==> src/rtl/uio_pair_decoder_pkg.sv <==
// rtl/uio_pair_decoder_pkg.sv - shared constants and types for the uio pair decoder
// Purpose: legal paired-flop bus codes, field widths and lock-state enum.
// Ports: none (package).
package uio_pair_decoder_pkg;

  localparam int CODE_W = 6;
  localparam int VAL_W  = 2;
  localparam int RUN_W  = 4;

  localparam logic [CODE_W-1:0] CODE_V0 = 6'h18;
  localparam logic [CODE_W-1:0] CODE_V1 = 6'h35;
  localparam logic [CODE_W-1:0] CODE_V2 = 6'h2E;
  localparam logic [CODE_W-1:0] CODE_V3 = 6'h03;

  typedef enum logic {
    UNLOCKED = 1'b0,
    LOCKED   = 1'b1
  } lock_state_e;

endpackage

==> src/rtl/uio_pair_code_check.sv <==
// rtl/uio_pair_code_check.sv - legality check and decode of one paired-flop bus sample
// Purpose: combinational check of the redundant {~q1^~q2,~q2,~q1,q1^q2,q2,q1} encoding.
// Ports:
//   code  in  6  raw bus sample, bits 5..0
//   legal out 1  sample is one of the four legal codes
//   value out 2  decoded {q2,q1}; meaningful only when legal
module uio_pair_code_check
  import uio_pair_decoder_pkg::*;
(
  input  logic [CODE_W-1:0] code,
  output logic              legal,
  output logic [VAL_W-1:0]  value
);

  // Each redundant bit must agree with the two primary bits; together these
  // four equations admit exactly the four legal codes.
  always_comb begin
    legal = (code[3] == ~code[0]) &&
            (code[4] == ~code[1]) &&
            (code[2] == (code[0] ^ code[1])) &&
            (code[5] == (code[3] ^ code[4]));
    value = code[1:0];
  end

endmodule

==> src/rtl/uio_pair_decoder.sv <==
// rtl/uio_pair_decoder.sv - receive-side decoder and stability filter for the uio pair bus
// Purpose: samples code_in, rejects illegal codes, requires STABLE_CYCLES identical
//          legal samples before loading data_out, and counts illegal samples.
// Ports:
//   clk        in   1      system clock
//   rst_n      in   1      synchronous active-low reset
//   ena        in   1      sample enable; 0 holds all state
//   code_in    in   6      encoded bus from remote uio[5:0]
//   clear_err  in   1      synchronous clear of err_count
//   data_out   out  2      accepted value {q2,q1}
//   data_valid out  1      a value has been accepted since reset
//   changed    out  1      one-cycle pulse when data_out is loaded
//   code_err   out  1      one-cycle pulse per illegal sample
//   err_count  out  ERR_W  saturating illegal-sample count
module uio_pair_decoder
  import uio_pair_decoder_pkg::*;
#(
  parameter int STABLE_CYCLES = 3,
  parameter int ERR_W         = 4
) (
  input  logic              clk,
  input  logic              rst_n,
  input  logic              ena,
  input  logic [CODE_W-1:0] code_in,
  input  logic              clear_err,
  output logic [VAL_W-1:0]  data_out,
  output logic              data_valid,
  output logic              changed,
  output logic              code_err,
  output logic [ERR_W-1:0]  err_count
);

  localparam logic [RUN_W-1:0] RUN_MAX = RUN_W'(STABLE_CYCLES);

  logic              chk_legal;
  logic [VAL_W-1:0]  chk_value;

  lock_state_e       state_q, state_d;
  logic [VAL_W-1:0]  cand_q, cand_d;
  logic [RUN_W-1:0]  run_q, run_d;
  logic [VAL_W-1:0]  data_q, data_d;
  logic              changed_q, changed_d;
  logic              code_err_q, code_err_d;
  logic [ERR_W-1:0]  err_q, err_d;

  uio_pair_code_check u_check (
    .code  (code_in),
    .legal (chk_legal),
    .value (chk_value)
  );

  always_comb begin
    state_d    = state_q;
    cand_d     = cand_q;
    run_d      = run_q;
    data_d     = data_q;
    changed_d  = 1'b0;
    code_err_d = 1'b0;
    err_d      = err_q;

    if (ena) begin
      if (chk_legal) begin
        if (chk_value != cand_q) begin
          cand_d = chk_value;
          run_d  = RUN_W'(1);
        end else if (run_q < RUN_MAX) begin
          // run_q is 0 after an illegal sample, so this also restarts at 1
          run_d = run_q + RUN_W'(1);
        end
        // Saturated run on the value already shown must not re-pulse changed.
        if ((run_d == RUN_MAX) && ((state_q == UNLOCKED) || (cand_d != data_q))) begin
          data_d    = cand_d;
          state_d   = LOCKED;
          changed_d = 1'b1;
        end
      end else begin
        code_err_d = 1'b1;
        run_d      = '0;
        if (err_q != {ERR_W{1'b1}}) begin
          err_d = err_q + ERR_W'(1);
        end
      end
    end

    // Clear wins over the old count but still records a coincident illegal sample.
    if (clear_err) begin
      err_d = (ena && !chk_legal) ? ERR_W'(1) : '0;
    end
  end

  always_ff @(posedge clk) begin
    if (!rst_n) begin
      state_q    <= UNLOCKED;
      cand_q     <= '0;
      run_q      <= '0;
      data_q     <= '0;
      changed_q  <= 1'b0;
      code_err_q <= 1'b0;
      err_q      <= '0;
    end else begin
      state_q    <= state_d;
      cand_q     <= cand_d;
      run_q      <= run_d;
      data_q     <= data_d;
      changed_q  <= changed_d;
      code_err_q <= code_err_d;
      err_q      <= err_d;
    end
  end

  assign data_out   = data_q;
  assign data_valid = (state_q == LOCKED);
  assign changed    = changed_q;
  assign code_err   = code_err_q;
  assign err_count  = err_q;

endmodule
==> config.mk <==
export PLATFORM = sky130hd
export DESIGN_NAME = uio_pair_decoder
export DESIGN_NICKNAME = d
export VERILOG_FILES = /design/src/rtl/uio_pair_decoder_pkg.sv /design/src/rtl/uio_pair_code_check.sv /design/src/rtl/uio_pair_decoder.sv
export SDC_FILE = /design/constraint.sdc
export NUM_CORES = 1
export LEC_CHECK = 0
export BUFFER_PORTS_ARGS = -buffer_cell sky130_fd_sc_hd__buf_2
export CAP_MARGIN = 40
export CORE_MARGIN = 1.5
export CORE_UTILIZATION = 54
export DETAILED_ROUTE_END_ITERATION = 10
export GPL_ROUTABILITY_DRIVEN = 1
export HOLD_SLACK_MARGIN = 0.05
export PLACE_DENSITY = 0.81
export SYNTH_ARGS = -nofsm -noshare
export SYNTH_HDL_FRONTEND = slang
export SYNTH_SLANG_ARGS = --single-unit
==> constraint.sdc <==
create_clock -name clk -period 3.05 [get_ports clk]
set_input_delay 0 -clock clk [delete_from_list [all_inputs] [get_ports clk]]
set_output_delay 0 -clock clk [all_outputs]
set_load 0.005 [all_outputs]
# Word-level counts from Yosys, hierarchy flattened
# Cells that the tools add are included.
[totals] regBits=15 input_bits=10 out_inout_bits=9
[classes] addsub=2 n_lt_le_gt_ge=1 n_eq_ne=9 mux=15 bitwise=5 reduce_logical=14
[ops] operator="4-bit two-way mux" n=9
[ops] operator="3-bit AND reduction" n=3
[ops] operator="4-bit by 1-bit adder with 4-bit output (second input constant)" n=2
[ops] operator="2-bit two-way mux" n=3
[ops] operator="1-bit logical AND" n=5
[ops] operator="1-bit == test" n=4
[ops] operator="4-bit by 2-bit == test with 1-bit output (second input constant)" n=1
[ops] operator="4-bit by 2-bit less-than comparator with 1-bit output (second input constant)" n=1
[ops] operator="2-bit inequality test" n=2
[ops] operator="4-bit inequality test (second input constant)" n=1
[ops] operator="2-bit AND reduction" n=2
[ops] operator="2-bit nonzero test" n=2
[ops] operator="1-bit two-way mux" n=3
[ops] operator="1-bit NOT" n=3
[ops] operator="2-bit inequality test (second input constant)" n=1
[ops] operator="1-bit XOR" n=2
[ops] operator="1-bit logical NOT" n=1
[ops] operator="1-bit logical OR" n=1

# Logic depth before layout (Yosys ltp)
# Gate-level depths: netlist (run 1).
[depth] ltp_word=11 ltp_mapped=6

# By module
# From an unflattened synthesis (run 1), not the netlist that was laid out.
[unflattened] cells_unflattened=92 hier_area_um2=882.1
[modules_own_cells] module="uio_pair_decoder" n_inst=1 cells_per_inst=82 area_per_inst_um2=802.0 seq_area_each_um2=300.3
[modules_own_cells] module="uio_pair_code_check" n_inst=1 cells_per_inst=10 area_per_inst_um2=80.1 seq_area_each_um2=0.0

# Worst setup path after synthesis (run 1)
# OpenSTA, ideal clock, no wires.
[synth_timing] kind="register -> register" from="register run_q[0]" to="register data_q[0] (netlist: data_out[0])" setup_ns=0.123 t_arrival_ns=1.204 slack_ns=1.723 stages_incl_launch_ff=7 path_cell_list="dfxtp_1 ha_1 nand2b_1 o21ai_0 nand4_1 o21ai_0 a21oi_1"
[synth_between] elab_chain_cells=8 word_cells_on_any_way=9 classes_between="1 x add/sub; 1 x order compare; 1 x eq/ne; 4 x mux; 2 x reduce/logical"
[synth_rtl] item="from (decl)" line="uio_pair_decoder.sv:40" source="logic [RUN_W-1:0] run_q, run_d;"
[synth_rtl] item="from (signal assigned)" line="uio_pair_decoder.sv:103" source="run_q <= run_d;"
[synth_rtl] item="4-bit by 1-bit adder with 4-bit output or 4-bit by 2-bit less-than comparator with 1-bit output (tied branches)" line="uio_pair_decoder.sv:68, uio_pair_decoder.sv:66"
[synth_rtl] item="4-bit two-way mux *" line="uio_pair_decoder.sv:66" source="end else if (run_q < RUN_MAX) begin"
[synth_rtl] item="4-bit two-way mux *" line="uio_pair_decoder.sv:63" source="if (chk_value != cand_q) begin"
[synth_rtl] item="4-bit two-way mux *" line="uio_pair_decoder.sv:62" source="if (chk_legal) begin"
[synth_rtl] item="4-bit two-way mux *" line="uio_pair_decoder.sv:61" source="if (ena) begin"
[synth_rtl] item="4-bit by 2-bit == test with 1-bit output *" line="uio_pair_decoder.sv:71" source="if ((run_d == RUN_MAX) && ((state_q == UNLOCKED) || (cand_d != data_q))) begin"
[synth_rtl] item="1-bit logical AND *" line="uio_pair_decoder.sv:71"
[synth_rtl] item="3-bit AND reduction (no source line) *"
[synth_rtl] item="to (signal assigned)" line="uio_pair_decoder.sv:104" source="data_q <= data_d;"
[synth_rtl] item="to (decl)" line="uio_pair_decoder.sv:41" source="logic [VAL_W-1:0] data_q, data_d;"
# Every way passes the cells marked *; elsewhere a longest branch is shown, timed or not. The select of a mux whose other input is x is not followed.
# A chain may end at the register's enable or synchronous reset.

# Worst setup path in the final report (run 1)
[layout_timing] from="input code_in[1]" to="register run_q[0]"
[layout_between] elab_chain_cells=6 word_cells_on_any_way=12 classes_between="3 x eq/ne; 4 x mux; 2 x bitwise; 3 x reduce/logical"
[layout_rtl] item="from (decl)" line="uio_pair_decoder.sv:24" source="input logic [CODE_W-1:0] code_in,"
[layout_rtl] item="branches (longest 5 deep; another with 4-bit two-way mux)"
[layout_rtl] item="4-bit two-way mux *" line="uio_pair_decoder.sv:62"
# Mark *: on every way between the ends. The select of a mux whose other input is x is not followed.

==> summary.txt, run 1 <==
Route
  • Antenna Nets Post-Route: 0
  • Via Count: 739
  • WL per Instance: 12.76 um
  • Met1 WL: 826 um
  • WL met3: 70 um
  • Highest metal used: met4
  • Final WL: 1684 um
  • Drt first-iter violations: 20
  • Post-route DRC: 0
  • DR pass1 iterations: 4
  • DR WL met2: 775 um
  • DR vias/cell: 5.598

Logic synthesis
  • Yosys warns: 0
  • Synth Register Bits: 15
  • Syn Std Cell Area: 778.2 um^2
  • Synth Flop Type: dfxtp_1
  • Synth unique cells: 33
  • Post-synthesis sequential area ratio: 0.3859
  • Synth Area in Compound Gates: 0.2122
  • Synth Area in Simple Gates: 0.2830
  • EDFF count, synth: 0
  • Synth async-reset ratio: 0
  • Cells after Synth: 90
  • Mux contribution to synthesized area: 0.01286
  • Syn Area/Cell: 8.647 um^2
  • Main combinational cell family by area after synthesis: simple AND/OR/NAND/NOR gates
  • Adder-cell share of the synthesized area: 0.03215
  • Xor/xnor share of the synthesized area: 0.04502
  • Post-Syn Nets: 102

Setup path
  • Origin of the worst setup path: code_in[1]
  • Crit-path cells: dlygate4sd3_1, buf_2, nor4b_1, o21ai_2, a32o_1, a21oi_1, dlygate4sd3_1
  • CP max-delay cell: dlygate4sd3_1
  • Worst path bufs/invs: 3
  • CP startpoint kind: input port
  • CP Data Required Time: 3280 ps
  • Cell mode on critical path: dlygate4sd3_1
  • Crit end category: register
  • Slowest cell delay on critical path: 560 ps
  • Reg2reg start: run_q[0]$_SDFFE_PN0P_
  • Crit path DAT: 2220 ps
  • CP max FO: 8
  • Delay-heaviest family, CP: buffers and inverters
  • Critical path class: input port to register

Pwr
  • Peak VDD IR: 0.0002782 V
  • Static leakage: 0.3984 nW
  • P per Cell Area: 374.2 nW/um^2

Floorplan
  • Die area: 1678 um^2
  • Die Ht: 40.97 um
  • Initial Util: 0.5907
  • Die span in x: 40.97 um
  • FP Rows: 13
  • I/O pin total: 19
  • Core area: 1318 um^2

Timing
  • Max-slew violations: 0
  • Final hold vios: 0
  • Tmin final: 1988 ps
  • Worst slew margin: 0.7243
  • Worst slew pin tran: 410.4 ps
  • Final Skew: 2.200 ps
  • Setup TNS: 0 ps
  • Hold WS: 258.7 ps
  • Worst setup margin: 1062 ps
  • FMAX: 503.1 MHz
  • Final setup viols: 0
  • RSZ-0062 raised after global routing: false
  • Fin crit share: 0.6517

Finish
  • Final nets: 130
  • Syn-to-layout area delta: 23.79%
  • Final std cells w/o fill: 132
  • N_diodes: 0
  • Post-route cell area: 963.4 um^2
  • Layout cells sized above 1: 0.2222

GRT
  • GRT Total Usage: 0.2390
  • Initial antenna violation count: 0
  • Number of global-route vias before repair: 654
  • First-pass GRT wire length: 2601 um
  • Largest net degree at the start of global routing: 10
  • Gr ovfl total: 0

Worst hold path
  • Hold path start: code_in[3]
  • Min-Delay Path Class: input port to register

Clocking
  • CTS sink count: 15
  • Longest Clk Path Bufs: 2
  • CTS tree: done
  • Inserted Clock Buffers: 3
  • Hold_buf cts: 6
  • CTS clk-pin slew, worst paths: 90 ps
  • Post_cts resized: 0
  • Root Buffer: clkbuf_4
  • Htree depth: 1
  • Clock latency on the worst-skew pair: 280 ps
  • Post-CTS Setup Bufs: 0

Placed design
  • Placed instance area: 875.8 um^2
  • Placed insts: 122
  • Place WS: 1559 ps
  • GPL Wtd Cong: 0.7903
  • # port buffers: 18
  • DP HPWL: 1227 um

Job
  • Max Cap Viol: 0

Status
  • Status: finished clean
final cells by class:
| class | instances | area, um^2 |
|---|---|---|
| clock buffers | 3 | 22.52 |
| fillers | 101 | 354.1 |
| repair buffers | 24 | 150.1 |
| clock inverters | 1 | 5.005 |
| inverters | 3 | 11.26 |
| multi-input cells | 71 | 455.4 |
| flip-flops and latches | 15 | 300.3 |
| well taps | 15 | 18.77 |
cells in the mapped netlist (3+ instances only):
master / instances / area share
nor2_1: 5 / 0.024
inv_1: 3 / 0.014
a21oi_1: 10 / 0.064
dfxtp_1: 15 / 0.39
nand3_1: 6 / 0.039
nor2b_1: 3 / 0.024
nand2_1: 5 / 0.024
o21ai_0: 7 / 0.045
where the power goes:
group | internal [mW] | switching (mW) | total [mW]
combinational | 0.0226 | 0.0243 | 0.0468
sequential | 0.199 | 0.00293 | 0.202
clock | 0.0487 | 0.0631 | 0.112
registers in the layout, indices dropped and copies added, names as in the netlist:
register and cells:
cand_q 2, changed 1, code_err 1, data_out 2, data_valid 1, err_count 4
run_q 4
placed cells by master (no fill, tap or decap), types with 2 or more instances in the layout:
cell	count
a21oi_1	10
and2_1	2
buf_2	18
clkbuf_4	3
dfxtp_1	15
dlygate4sd3_1	6
ha_1	2
inv_1	3
nand2_1	5
nand2b_1	2
nand3_1	6
nand4_1	2
nor2_1	5
nor2b_1	3
nor3_1	2
nor4b_1	2
o21a_1	2
o21ai_0	7
o21ai_2	2
or3_1	2
xnor2_1	2
xor2_1	2
cells by family after synthesis:
group,after synthesis
fa+ha+maj,2
xor+xnor,4
mux,1
simple gates,37
flops,15
compound gates,27
buf+inv,4
worst paths after layout:
check	endpoint	slack, ps	cells after the start
worst max-delay path	run_q[0]$_SDFFE_PN0P_	1060	7
worst min-delay path	code_err$_SDFF_PN0_	260	5
worst max register to register	run_q[0]$_SDFFE_PN0P_	1150	6
worst min register to register	cand_q[0]$_SDFFE_PN0P_	480	2
layer usage:
layer	vias to the layer above	global-route usage
met4	0	0.1167
met5	-	0
met2	23	0.3828
met3	2	0.04891
met1	327	0.3003
li1	387	-
worst register-to-register path, stage by stage (launching register included):
cell and delay (ps):
dfxtp_1 350, ha_1 230, nor3_1 340, o31a_1 170, o21ai_0 70, a21oi_1 130, dlygate4sd3_1 560
stage by stage:
| step | total power [mW] | utilization |
|---|---|---|
| after floorplan | 0.2307 | - |
| after global placement | 0.2448 | 0.6648 |
| after detailed placement | 0.2468 | 0.6648 |
| after CTS | 0.3640 | 0.7312 |
| after global routing | 0.3783 | 0.7312 |
| final | 0.3605 | 0.7312 |
No activity file was read; power rests on OpenSTA's default activity.
==> run 2: changes to the inputs <==
CORE_UTILIZATION = 50   (was 54)
PLACE_DENSITY = 0.75   (was 0.81)
clock period = 1.9 ns   (was 3.05 ns; I/O delays follow)
==> summary.txt, run 2 (synthesis gave the netlist of run 1 again) <==
Status
  • Status: finished clean

GRT
  • Largest net degree at the start of global routing: 9
  • Initial antenna violation count: 0
  • First-pass GRT wire length: 2925 um
  • GRT busiest layer: met2
  • GR Util met3: 0.02586
  • Met1 Use GR: 0.2747
  • Number of global-route vias before repair: 687
  • GR met2 Demand/Resource: 0.3538
  • GRT Total Usage: 0.2103
  • Gr ovfl total: 0

Clocking
  • CTS sink count: 15
  • Inserted Clock Buffers: 3
  • Post-CTS Setup Bufs: 0
  • CTS clk-pin slew, worst paths: 80 ps
  • Htree depth: 1
  • CTS tree: done
  • Root Buffer: clkbuf_4
  • Longest Clk Path Bufs: 2
  • Clock latency on the worst-skew pair: 280 ps

Finish
  • Final std cells w/o fill: 133
  • Number of fill cells: 140
  • Most common cell after layout, fill and taps aside: buf_2
  • Final nets: 130
  • Most frequent cells in the layout: buf_2 (18), dfxtp_1 (15), a21oi_1 (10)
  • Post-route cell area: 968.4 um^2
  • Syn-to-layout area delta: 24.44%
  • N_diodes: 0
  • Layout cells sized above 1: 0.2222

Timing
  • Tmin final: 1800 ps
  • FMAX: 555.5 MHz
  • Setup TNS: 0 ps
  • Final hold vios: 0
  • Hold WS: 232.1 ps
  • Final Skew: 6.899 ps
  • Worst setup margin: 99.85 ps
  • Final setup viols: 0
  • Max-slew violations: 0
  • Fin crit share: 0.9474
  • Worst slew pin tran: 336.5 ps
  • Worst slew margin: 0.7725
  • RSZ-0062 raised after global routing: false

Route
  • Drt first-iter violations: 25
  • Antenna Nets Post-Route: 0
  • DR vias/cell: 5.820
  • Final WL: 1741 um
  • Post-route DRC: 0
  • WL per Instance: 13.09 um
  • DR pass1 iterations: 4
  • Via Count: 774

Placed design
  • DP HPWL: 1226 um
  • Place WS: 451.1 ps
  • # port buffers: 18
  • GPL Wtd Cong: 0.8567
  • Placed instance area: 877.1 um^2
  • Placed insts: 123

Pwr
  • P per Cell Area: 599.8 nW/um^2
  • Static leakage: 0.3968 nW
  • Peak VDD IR: 0.0003780 V

Floorplan
  • Die Ht: 42.45 um
  • FP Rows: 14
  • Die area: 1802 um^2
  • Initial Util: 0.5227
  • I/O pin total: 19
  • Core area: 1489 um^2
  • Die span in x: 42.45 um

Setup path
  • Crit path DAT: 1970 ps
  • Critical path class: register to register
  • CP Data Required Time: 2070 ps
  • Reg2Reg Depth: 6
  • CP max FO: 5
  • Crit end category: register
  • CP startpoint kind: register

Worst hold path
  • Min-Delay Path Class: input port to register
  • Worst hold stages: 5

Job
  • Max Cap Viol: 0
run 2: changes by cell type in the layout (fill, tap and decap cells not counted), sizes merged:
cell / before / now
clkbuf: 3 / 4
clkinv: 1 / 0
run 2: per-stage QoR:
| step | utilization | power [mW] |
|---|---|---|
| after floorplan | - | 0.3703 |
| after global placement | 0.5891 | 0.3932 |
| after detailed placement | 0.5891 | 0.3959 |
| after CTS | 0.6471 | 0.5847 |
| after global routing | 0.6504 | 0.6063 |
| final | 0.6504 | 0.5809 |
run 2: final timing paths:
kind | from | end | slack (ps)
max | run_q[0]$_SDFFE_PN0P_ | run_q[0]$_SDFFE_PN0P_ | 100
min | code_in[3] | code_err$_SDFF_PN0_ | 230
max reg2reg | run_q[0]$_SDFFE_PN0P_ | run_q[0]$_SDFFE_PN0P_ | 100
min reg2reg | cand_q[0]$_SDFFE_PN0P_ | cand_q[0]$_SDFFE_PN0P_ | 470
run 2: worst max-delay path, stage by stage (launching register included):
cell and delay, ps:
dfxtp_1 410, ha_1 230, nor3_2 70, o31a_1 240, o21ai_1 130, a21oi_1 60, dlygate4sd3_1 560
run 2: where the power goes:
group	internal, mW	leakage [nW]	total [mW]	switching (mW)
combinational	0.0363	0.260	0.0754	0.0391
sequential	0.319	0.122	0.324	0.00500
clock	0.0814	0.0150	0.181	0.0996
run 2: area by class of cell:
cell class	instances	area, um^2	share of cell area
multi-input combinational	71	460.4	0.4755
sequential	15	300.3	0.3101
timing repair buffer	24	150.1	0.1550
clock buffer	4	26.28	0.02713
tap	16	20.02	0.02067
inverter	3	11.26	0.01163
run 2: metal layers:
| metal | part of all wire | up-vias |
|---|---|---|
| li1 | - | 383 |
| met1 | 0.44 | 357 |
| met2 | 0.49 | 28 |
| met3 | 0.051 | 6 |
| met4 | 0.020 | 0 |
| met5 | 0 | - |
run 2: timing repair:
item / 4_1_cts / 5_1_grt
gates resized for setup: 0 / 2
setup endpoints to repair: 0 / 1
hold buffers: 6 / 0
hold endpoints to repair: 8 / 0
